`src/rtl/bit_serializer.sv`:
```
// Parallel-to-serial front end: buffers LENGTH-bit words in a DEPTH-entry FIFO and shifts them out one bit per clock.
// Latency: 2 edges from word acceptance (into an empty FIFO, idle shifter) to the first valid bit.
// Backpressure: s_ready drops only while DEPTH words wait behind the shifter; a same-cycle pop does not free a slot.
module bit_serializer #(
    parameter int LENGTH    = 4,
    parameter int DEPTH     = 4,
    parameter int MSB_FIRST = 1
) (
    input  logic                       clk,
    input  logic                       rst,
    input  logic                       s_valid,
    output logic                       s_ready,
    input  logic [LENGTH-1:0]          s_data,
    output logic                       bit_out,
    output logic                       bit_valid,
    output logic                       busy,
    output logic [$clog2(DEPTH+1)-1:0] fifo_count
);

    localparam int PW = $clog2(DEPTH);
    localparam int CW = $clog2(LENGTH);
    localparam int NW = $clog2(DEPTH+1);

    localparam logic [CW-1:0] LAST_BIT = CW'(LENGTH - 1);
    localparam logic [NW-1:0] FULL_CNT = NW'(DEPTH);

    localparam logic [0:0] IDLE  = 1'b0;
    localparam logic [0:0] SHIFT = 1'b1;

    logic [LENGTH-1:0] mem [DEPTH];
    logic [PW-1:0]     wr_ptr;
    logic [PW-1:0]     rd_ptr;
    logic [0:0]        state;
    logic [CW-1:0]     bit_cnt;
    logic [LENGTH-1:0] shreg;
    logic [CW-1:0]     bit_idx;
    logic              push;
    logic              pop;
    logic              last_bit;

    // Ready looks only at the registered count, so a full FIFO refuses a word even when the shifter pops that cycle.
    assign s_ready  = !rst && (fifo_count != FULL_CNT);
    assign push     = s_valid && s_ready;
    assign last_bit = (bit_cnt == LAST_BIT);
    // Load the shifter when idle, or back-to-back on the last bit so consecutive words leave no gap.
    assign pop      = (fifo_count != '0) && ((state == IDLE) || ((state == SHIFT) && last_bit));

    // Storage array: written on push, no reset needed since occupancy is tracked by the pointers.
    always_ff @(posedge clk) begin
        if (push) begin
            mem[wr_ptr] <= s_data;
        end
    end

    // Pointers wrap naturally because DEPTH is a power of two; count moves only on an unbalanced push/pop.
    always_ff @(posedge clk) begin
        if (rst) begin
            wr_ptr     <= '0;
            rd_ptr     <= '0;
            fifo_count <= '0;
        end else begin
            if (push) begin
                wr_ptr <= wr_ptr + 1'b1;
            end
            if (pop) begin
                rd_ptr <= rd_ptr + 1'b1;
            end
            case ({push, pop})
                2'b10:   fifo_count <= fifo_count + 1'b1;
                2'b01:   fifo_count <= fifo_count - 1'b1;
                default: fifo_count <= fifo_count;
            endcase
        end
    end

    // Shifter FSM: a reset drops any partial word outright; it is never replayed.
    always_ff @(posedge clk) begin
        if (rst) begin
            state   <= IDLE;
            bit_cnt <= '0;
            shreg   <= '0;
        end else if (pop) begin
            state   <= SHIFT;
            bit_cnt <= '0;
            shreg   <= mem[rd_ptr];
        end else if (state == SHIFT) begin
            if (last_bit) begin
                state   <= IDLE;
                bit_cnt <= '0;
            end else begin
                bit_cnt <= bit_cnt + 1'b1;
            end
        end
    end

    // Bit select from registered shifter and counter only; nothing from s_data reaches bit_out.
    always_comb begin
        bit_idx = bit_cnt;
        if (MSB_FIRST != 0) begin
            bit_idx = LAST_BIT - bit_cnt;
        end
    end

    assign busy      = (state == SHIFT);
    assign bit_valid = (state == SHIFT);
    assign bit_out   = (state == SHIFT) && shreg[bit_idx];

endmodule

```
`config.mk`:
```
export PLATFORM = sky130hd
export DESIGN_NAME = bit_serializer
export DESIGN_NICKNAME = d
export VERILOG_FILES = /design/src/rtl/bit_serializer.sv
export SDC_FILE = /design/constraint.sdc
export NUM_CORES = 1
export LEC_CHECK = 0
export ABC_AREA = 1
export CORE_UTILIZATION = 40
export CTS_CLUSTER_SIZE = 40
export DETAILED_ROUTE_END_ITERATION = 10
export GPL_ROUTABILITY_DRIVEN = 0
export PLACE_DENSITY = 0.69
export SYNTH_ARGS = -nofsm -noshare
export SYNTH_HDL_FRONTEND = slang
export SYNTH_SLANG_ARGS = --single-unit
```
`constraint.sdc`:
```
create_clock -name clk -period 2.92 [get_ports clk]
set_input_delay 0.584 -clock clk [delete_from_list [all_inputs] [get_ports clk]]
set_output_delay 0.584 -clock clk [all_outputs]
set_load 0.01 [all_outputs]
```
# Yosys cells after proc, flatten, opt, wreduce, memory -nomap -nowiden
# Memories as Yosys holds them, arrays and structs flattened. A register that Yosys moved wholly into a read port is not among the register bits.
# Cells that the tools add are included.
dict set report totals {
  mem_bits_rw 16
  memories 1
  input_bits 7
  reg_bits 10
}
dict set report op_classes {
  n_addsub 6
  bitwise_logic 1
  n_mux 9
  eq_ne 4
  reduce_logical 10
  n_lt_le_gt_ge 1
}
# memory depth word_bits rd rd_ports_with_merged_regs write_ports line_no
set memory_table {}
lappend memory_table {mem 4 4 1 1 1 30} ;# logic [LENGTH-1:0] mem [DEPTH];
# cell count
set op_table {}
lappend op_table {{adder 2 x 1 -> 2 bit (second input constant)} 3}
lappend op_table {{two-way mux 1 bit} 6}
lappend op_table {{case mux 3 bit (2 select lines)} 1}
lappend op_table {{logical AND 1 bit} 5}
lappend op_table {{== test 2 bit (second input constant)} 2}
lappend op_table {{adder 3 x 1 -> 3 bit (second input constant)} 1}
lappend op_table {{less-than comparator 2 x 3 -> 1 bit (second input constant)} 1}
lappend op_table {{inequality test 3 bit (second input constant)} 1}
lappend op_table {{nonzero test 3 bit} 1}
lappend op_table {{subtractor 3 x 1 -> 3 bit (second input constant)} 1}
lappend op_table {{binary-select mux 1 bit (select 2 bit)} 1}
lappend op_table {{== test 2 x 1 -> 1 bit (second input constant)} 1}
lappend op_table {{two-way mux 2 bit} 1}
lappend op_table {{nonzero test 2 bit} 1}
lappend op_table {{OR reduction 2 bit} 1}
lappend op_table {{subtractor 2 bit (first input constant)} 1}
lappend op_table {{zero test 1 bit} 1}
lappend op_table {{logical OR 1 bit} 1}
lappend op_table {{inverter 1 bit} 1}

# Longest topological paths before layout
dict set report depth {
  ltp_word 6
  depth_mapped 14
  depth_no_buf 14
}

# Worst setup path after synthesis
# OpenSTA, ideal clock, no wires.
dict set report synth_timing {
  kind {register -> register}
  start {reg bit_cnt[0]}
  end {reg fifo_count[2]}
  t_required_ns 2.807
  setup_time_ns 0.113
  stages_incl_launch_ff 15
  arrival_time_ns 1.666
  path_slack_ns 1.141
  synth_period_minus_slack_ns 1.779
  path_cell_list {dfxtp_1 > ha_1 > inv_1 > nand2_1 > nand2_4 > inv_1 > ha_1 > inv_1 > fa_1 > inv_1 > nand2_1 > nand3_1 > nand2_1 > nand2_1 > nor2_1}
}
dict set report synth_via {
  elab_chain_len 6
}
# element line_no
set synth_rtl {}
lappend synth_rtl {{start, declared} 34} ;# logic [CW-1:0] bit_cnt;
lappend synth_rtl {{start signal, assigned} 91} ;# bit_cnt <= bit_cnt + 1'b1;
lappend synth_rtl {{== test 2 bit (*)} 44} ;# assign last_bit = (bit_cnt == LAST_BIT);
lappend synth_rtl {{logical AND 1 bit (*)} 46} ;# assign pop = (fifo_count != '0) && ((state == IDLE) || ((state == SHIFT) && last_bit));
lappend synth_rtl {{logical OR 1 bit (*)} 46}
lappend synth_rtl {{logical AND 1 bit (*)} 46}
lappend synth_rtl {{via pop} 38} ;# logic pop;
lappend synth_rtl {{== test 2 x 1 -> 1 bit or == test 2 bit (tied branches)} 68} ;# case ({push, pop})
lappend synth_rtl {{case mux 3 bit (2 select lines) or nonzero test 2 bit (tied branches)} -}
lappend synth_rtl {{end signal, assigned} 69} ;# 2'b10: fifo_count <= fifo_count + 1'b1;
lappend synth_rtl {{end signal, assigned} 70} ;# 2'b01: fifo_count <= fifo_count - 1'b1;
lappend synth_rtl {{end signal, assigned} 71} ;# default: fifo_count <= fifo_count;
lappend synth_rtl {{end, declared} 17} ;# output logic [$clog2(DEPTH+1)-1:0] fifo_count
# Mark *: on every way through the listed nets, which the timed path passes. The rest lies on a longest branch.
# A chain may end at the register's enable or synchronous reset.

# Worst setup path after layout
dict set report layout_timing {
  start {in rst}
  end {out s_ready}
}
dict set report layout_via {
  elab_chain_len 2
}
# element line_no
set layout_rtl {}
lappend layout_rtl {{start, declared} 10} ;# input logic rst,
lappend layout_rtl {{zero test 1 bit} 42} ;# assign s_ready = !rst && (fifo_count != FULL_CNT);
lappend layout_rtl {{logical AND 1 bit} 42}
lappend layout_rtl {{end, declared} 12} ;# output logic s_ready,
# No other way between the ends.

==> reports/qor.yml <==
synth_common_cells: "nand2_1 (42), inv_1 (40), nor2_1 (18)"
rsz0062_at_grt: "false"
start_kind: "primary input"
crit_cells: 3
grt_pass1_wl_microns: 4230
crit_top_cell: "clkdlybuf4s50_1"
ctsResizeCount: 0
numClockSinks: 30
die_h_microns: 63.1
syn_inst: 179
holdBufCountCts: 0
drt_iter0_drc: 21
netlist_area_sq_mm: 0.00149
coreArea_sq_mm: 0.00347
reg2reg_setup_slack_ns: 0.87
crit_path_end: "s_ready"
fmax_mhz: 424
setup_viol: 0
grt_pass1_vias: 1016
worst-path-max-fanout: 3
yosysSeqAreaShare: 0.509
slew-limit-headroom: 0.700
fin_setup_tns_ns: 0
hold_class: "reg -> reg"
routed_wl_microns: 2450
grt_max_degree: 14
antennaDiodeCount: 0
worstRegToRegCells: 14
postLayoutSetupSlackWorst_ns: 0.564
yosys_warnings: 0
port_buffers: 13
grt_use_total: 0.140
remaining_drc_errors: 0
synth_area_per_cell_sq_um: 8.35
vias: 1087
synth.distinct_cells: 23
synthArstFlopShare: 0
r2r_end: "fifo_count[2]$_SDFFE_PP0P_"
antenna_found_initial: 0
finish.utilization: 0.504
finalCritPeriodShare: 0.807
drtAntennaViolNets: 0
hold_violations: 0
synth_edf_count: 16
p_leak_nw: 0.809
n_fill_cell: 347
crit_required_ns: 2.34
synth_top_area_share: 0.322
dpl_worst_slack_ns: 0.516
rows: 21
tritoncts: "built"
worstMarginPinSlew_ns: 0.448
clock_skew_ns: 0.00404
dieArea_sq_mm: 0.00398
setup.worst_path.start: "rst"
worstPathArrival_ns: 1.77
cts_setup_buffers: 0
drive_gt1_frac: 0.112
worst_ir_drop_vdd_v: 0.000445
synth_ff_type: "edfxtp_1"
path_class: "in -> out"
status: "complete, no violations"
nets: 210
synth-seq-cells: 30
path_cells: "clkdlybuf4s50_1 -> a21oi_1 -> clkdlybuf4s50_1"
syn_nets: 193
m1WireLength_microns: 1240
synth_most_common_cell: "nand2_1"
ioPinCount: 14
cap_violations: 0
clk_latency_ns: 0.28
cp_slowest_cell: "clkdlybuf4s50_1"
dr.pass1.iters: 4
viasPerCell: 4.47
critPathBufInv: 2
worstSetupEndpointType: "output port"
hpwl_microns: 1740
drt-wirelength-per-cell_microns: 10.1
clockRootBuffer: "clkbuf_8"
yosys-top-cells-area: "edfxtp_1 (32%), dfxtp_1 (19%), nand2_1 (11%), inv_1 (10%), ha_1 (5.0%)"
met3_wirelength_microns: 101
cts_buffers: 5
clk_path_buf_depth: 2
initial_core_util: 0.431
period_minus_slack_ns: 2.36
slew_violations: 0
highest_layer: "met4"
die_w_microns: 63.1
crit_family: "buffers and inverters"
r2r_start: "bit_cnt[0]$_SDFFE_PP0P_"
area_delta_synth_final_pct: 17.0
met2_length_microns: 1050
powerDensity_mw_per_mm2: 871
clkTransAtPathRegs_ns: 0.06
cpPeakStageDelay_ns: 0.56
grt_overflow: 0
h-tree-depth: 2
yosys.area.top_type: "edfxtp_1"
[cells in the final DEF, fill, tap and decap left out, types with 3 or more instances in the layout]
cell             netlist  layout
nand2_1               42      42
clkbuf_8               0       6
o21ai_0                3       3
a21oi_1                6       6
edfxtp_1              16      16
clkdlybuf4s50_1        0      13
ha_1                   6       6
nand3_1               12      12
nor2_1                18      18
dfxtp_1               14      14
nand2_2                5       5
inv_1                 40      40
[cell type report]
| type | instances | area (sq um) | share of cell area |
|---|---|---|---|
| clock inverters | 1 | 5.00 | 0.00286 |
| repair buffers | 14 | 138 | 0.0787 |
| inverters | 42 | 158 | 0.0902 |
| flip-flops and latches | 30 | 761 | 0.435 |
| clock buffers | 7 | 86.3 | 0.0494 |
| multi-input cells | 103 | 543 | 0.311 |
| well taps | 46 | 57.6 | 0.0329 |
[how the worst min path moves through the flow]
stage | start | endpoint | depth (start not counted)
5_1_grt | bit_cnt[1]$_SDFFE_PP0P_ | bit_cnt[1]$_SDFFE_PP0P_ | 2
6_report | bit_cnt[1]$_SDFFE_PP0P_ | bit_cnt[1]$_SDFFE_PP0P_ | 2
4_1_cts | bit_cnt[1]$_SDFFE_PP0P_ | bit_cnt[1]$_SDFFE_PP0P_ | 2
2_1_floorplan | bit_cnt[1]$_SDFFE_PP0P_ | bit_cnt[1]$_SDFFE_PP0P_ | 2
3_5_place_dp | bit_cnt[1]$_SDFFE_PP0P_ | bit_cnt[1]$_SDFFE_PP0P_ | 2
3_3_place_gp | bit_cnt[1]$_SDFFE_PP0P_ | bit_cnt[1]$_SDFFE_PP0P_ | 2
[state kept, by name, summed over array words and instances (netlist names)]
register	flops
mem	16
bit_valid	1
fifo_count	3
rd_ptr	2
shreg	4
bit_cnt	2
wr_ptr	2
[stage by stage]
| stage | power, mW | cell area [sq um] | instances | hold WS [ns] |
|---|---|---|---|---|
| 2_1_floorplan | 1.07 | 1490 | 179 | 0.476 |
| 3_3_place_gp | 1.19 | 1660 | 235 | 0.500 |
| 3_5_place_dp | 1.20 | 1660 | 235 | 0.509 |
| 4_1_cts | 1.54 | 1750 | 243 | 0.516 |
| 5_1_grt | 1.66 | 1750 | 243 | 0.538 |
| 6_report | 1.52 | 1750 | 243 | 0.516 |
[layer usage]
layer / up-vias / track usage
met1: 482 / 0.173
met4: 0 / 0.0785
met5: - / 0
met3: 9 / 0.0489
met2: 23 / 0.211
li1: 573 / -
[logic make-up (layout without fill, tap and decap cells)]
| logic type | after synthesis | after routing | synth area share |
|---|---|---|---|
| adder cells (fa/ha/maj) | 7 | 7 | 0.0637 |
| AND/OR/NAND/NOR | 83 | 83 | 0.250 |
| AO/OA/AOI/OAI | 13 | 13 | 0.0502 |
| buffers and inverters | 46 | 64 | 0.127 |
| flip-flops | 30 | 30 | 0.509 |
[worst register-to-register path, stage by stage (launching register included)]
cell and delay [ns]:
dfxtp_1 0.40, ha_1 0.17, inv_1 0.04, nand2_1 0.13
nand2_4 0.14, inv_1 0.12, ha_1 0.17, inv_1 0.07
fa_1 0.38, inv_1 0.06, nand2_1 0.04, nand3_1 0.09
nand2_1 0.05, nand2_1 0.05, nor2_1 0.03
[power by group]
part / internal, mW / total, mW / switching [mW] / leakage, nW
logic: 0.238 / 0.582 / 0.344 / 0.500
clock network: 0.190 / 0.338 / 0.148 / 0.0482
registers: 0.524 / 0.603 / 0.0787 / 0.261
total: 0.952 / 1.52 / 0.571 / 0.809
Power figures use the tool's default switching activity.
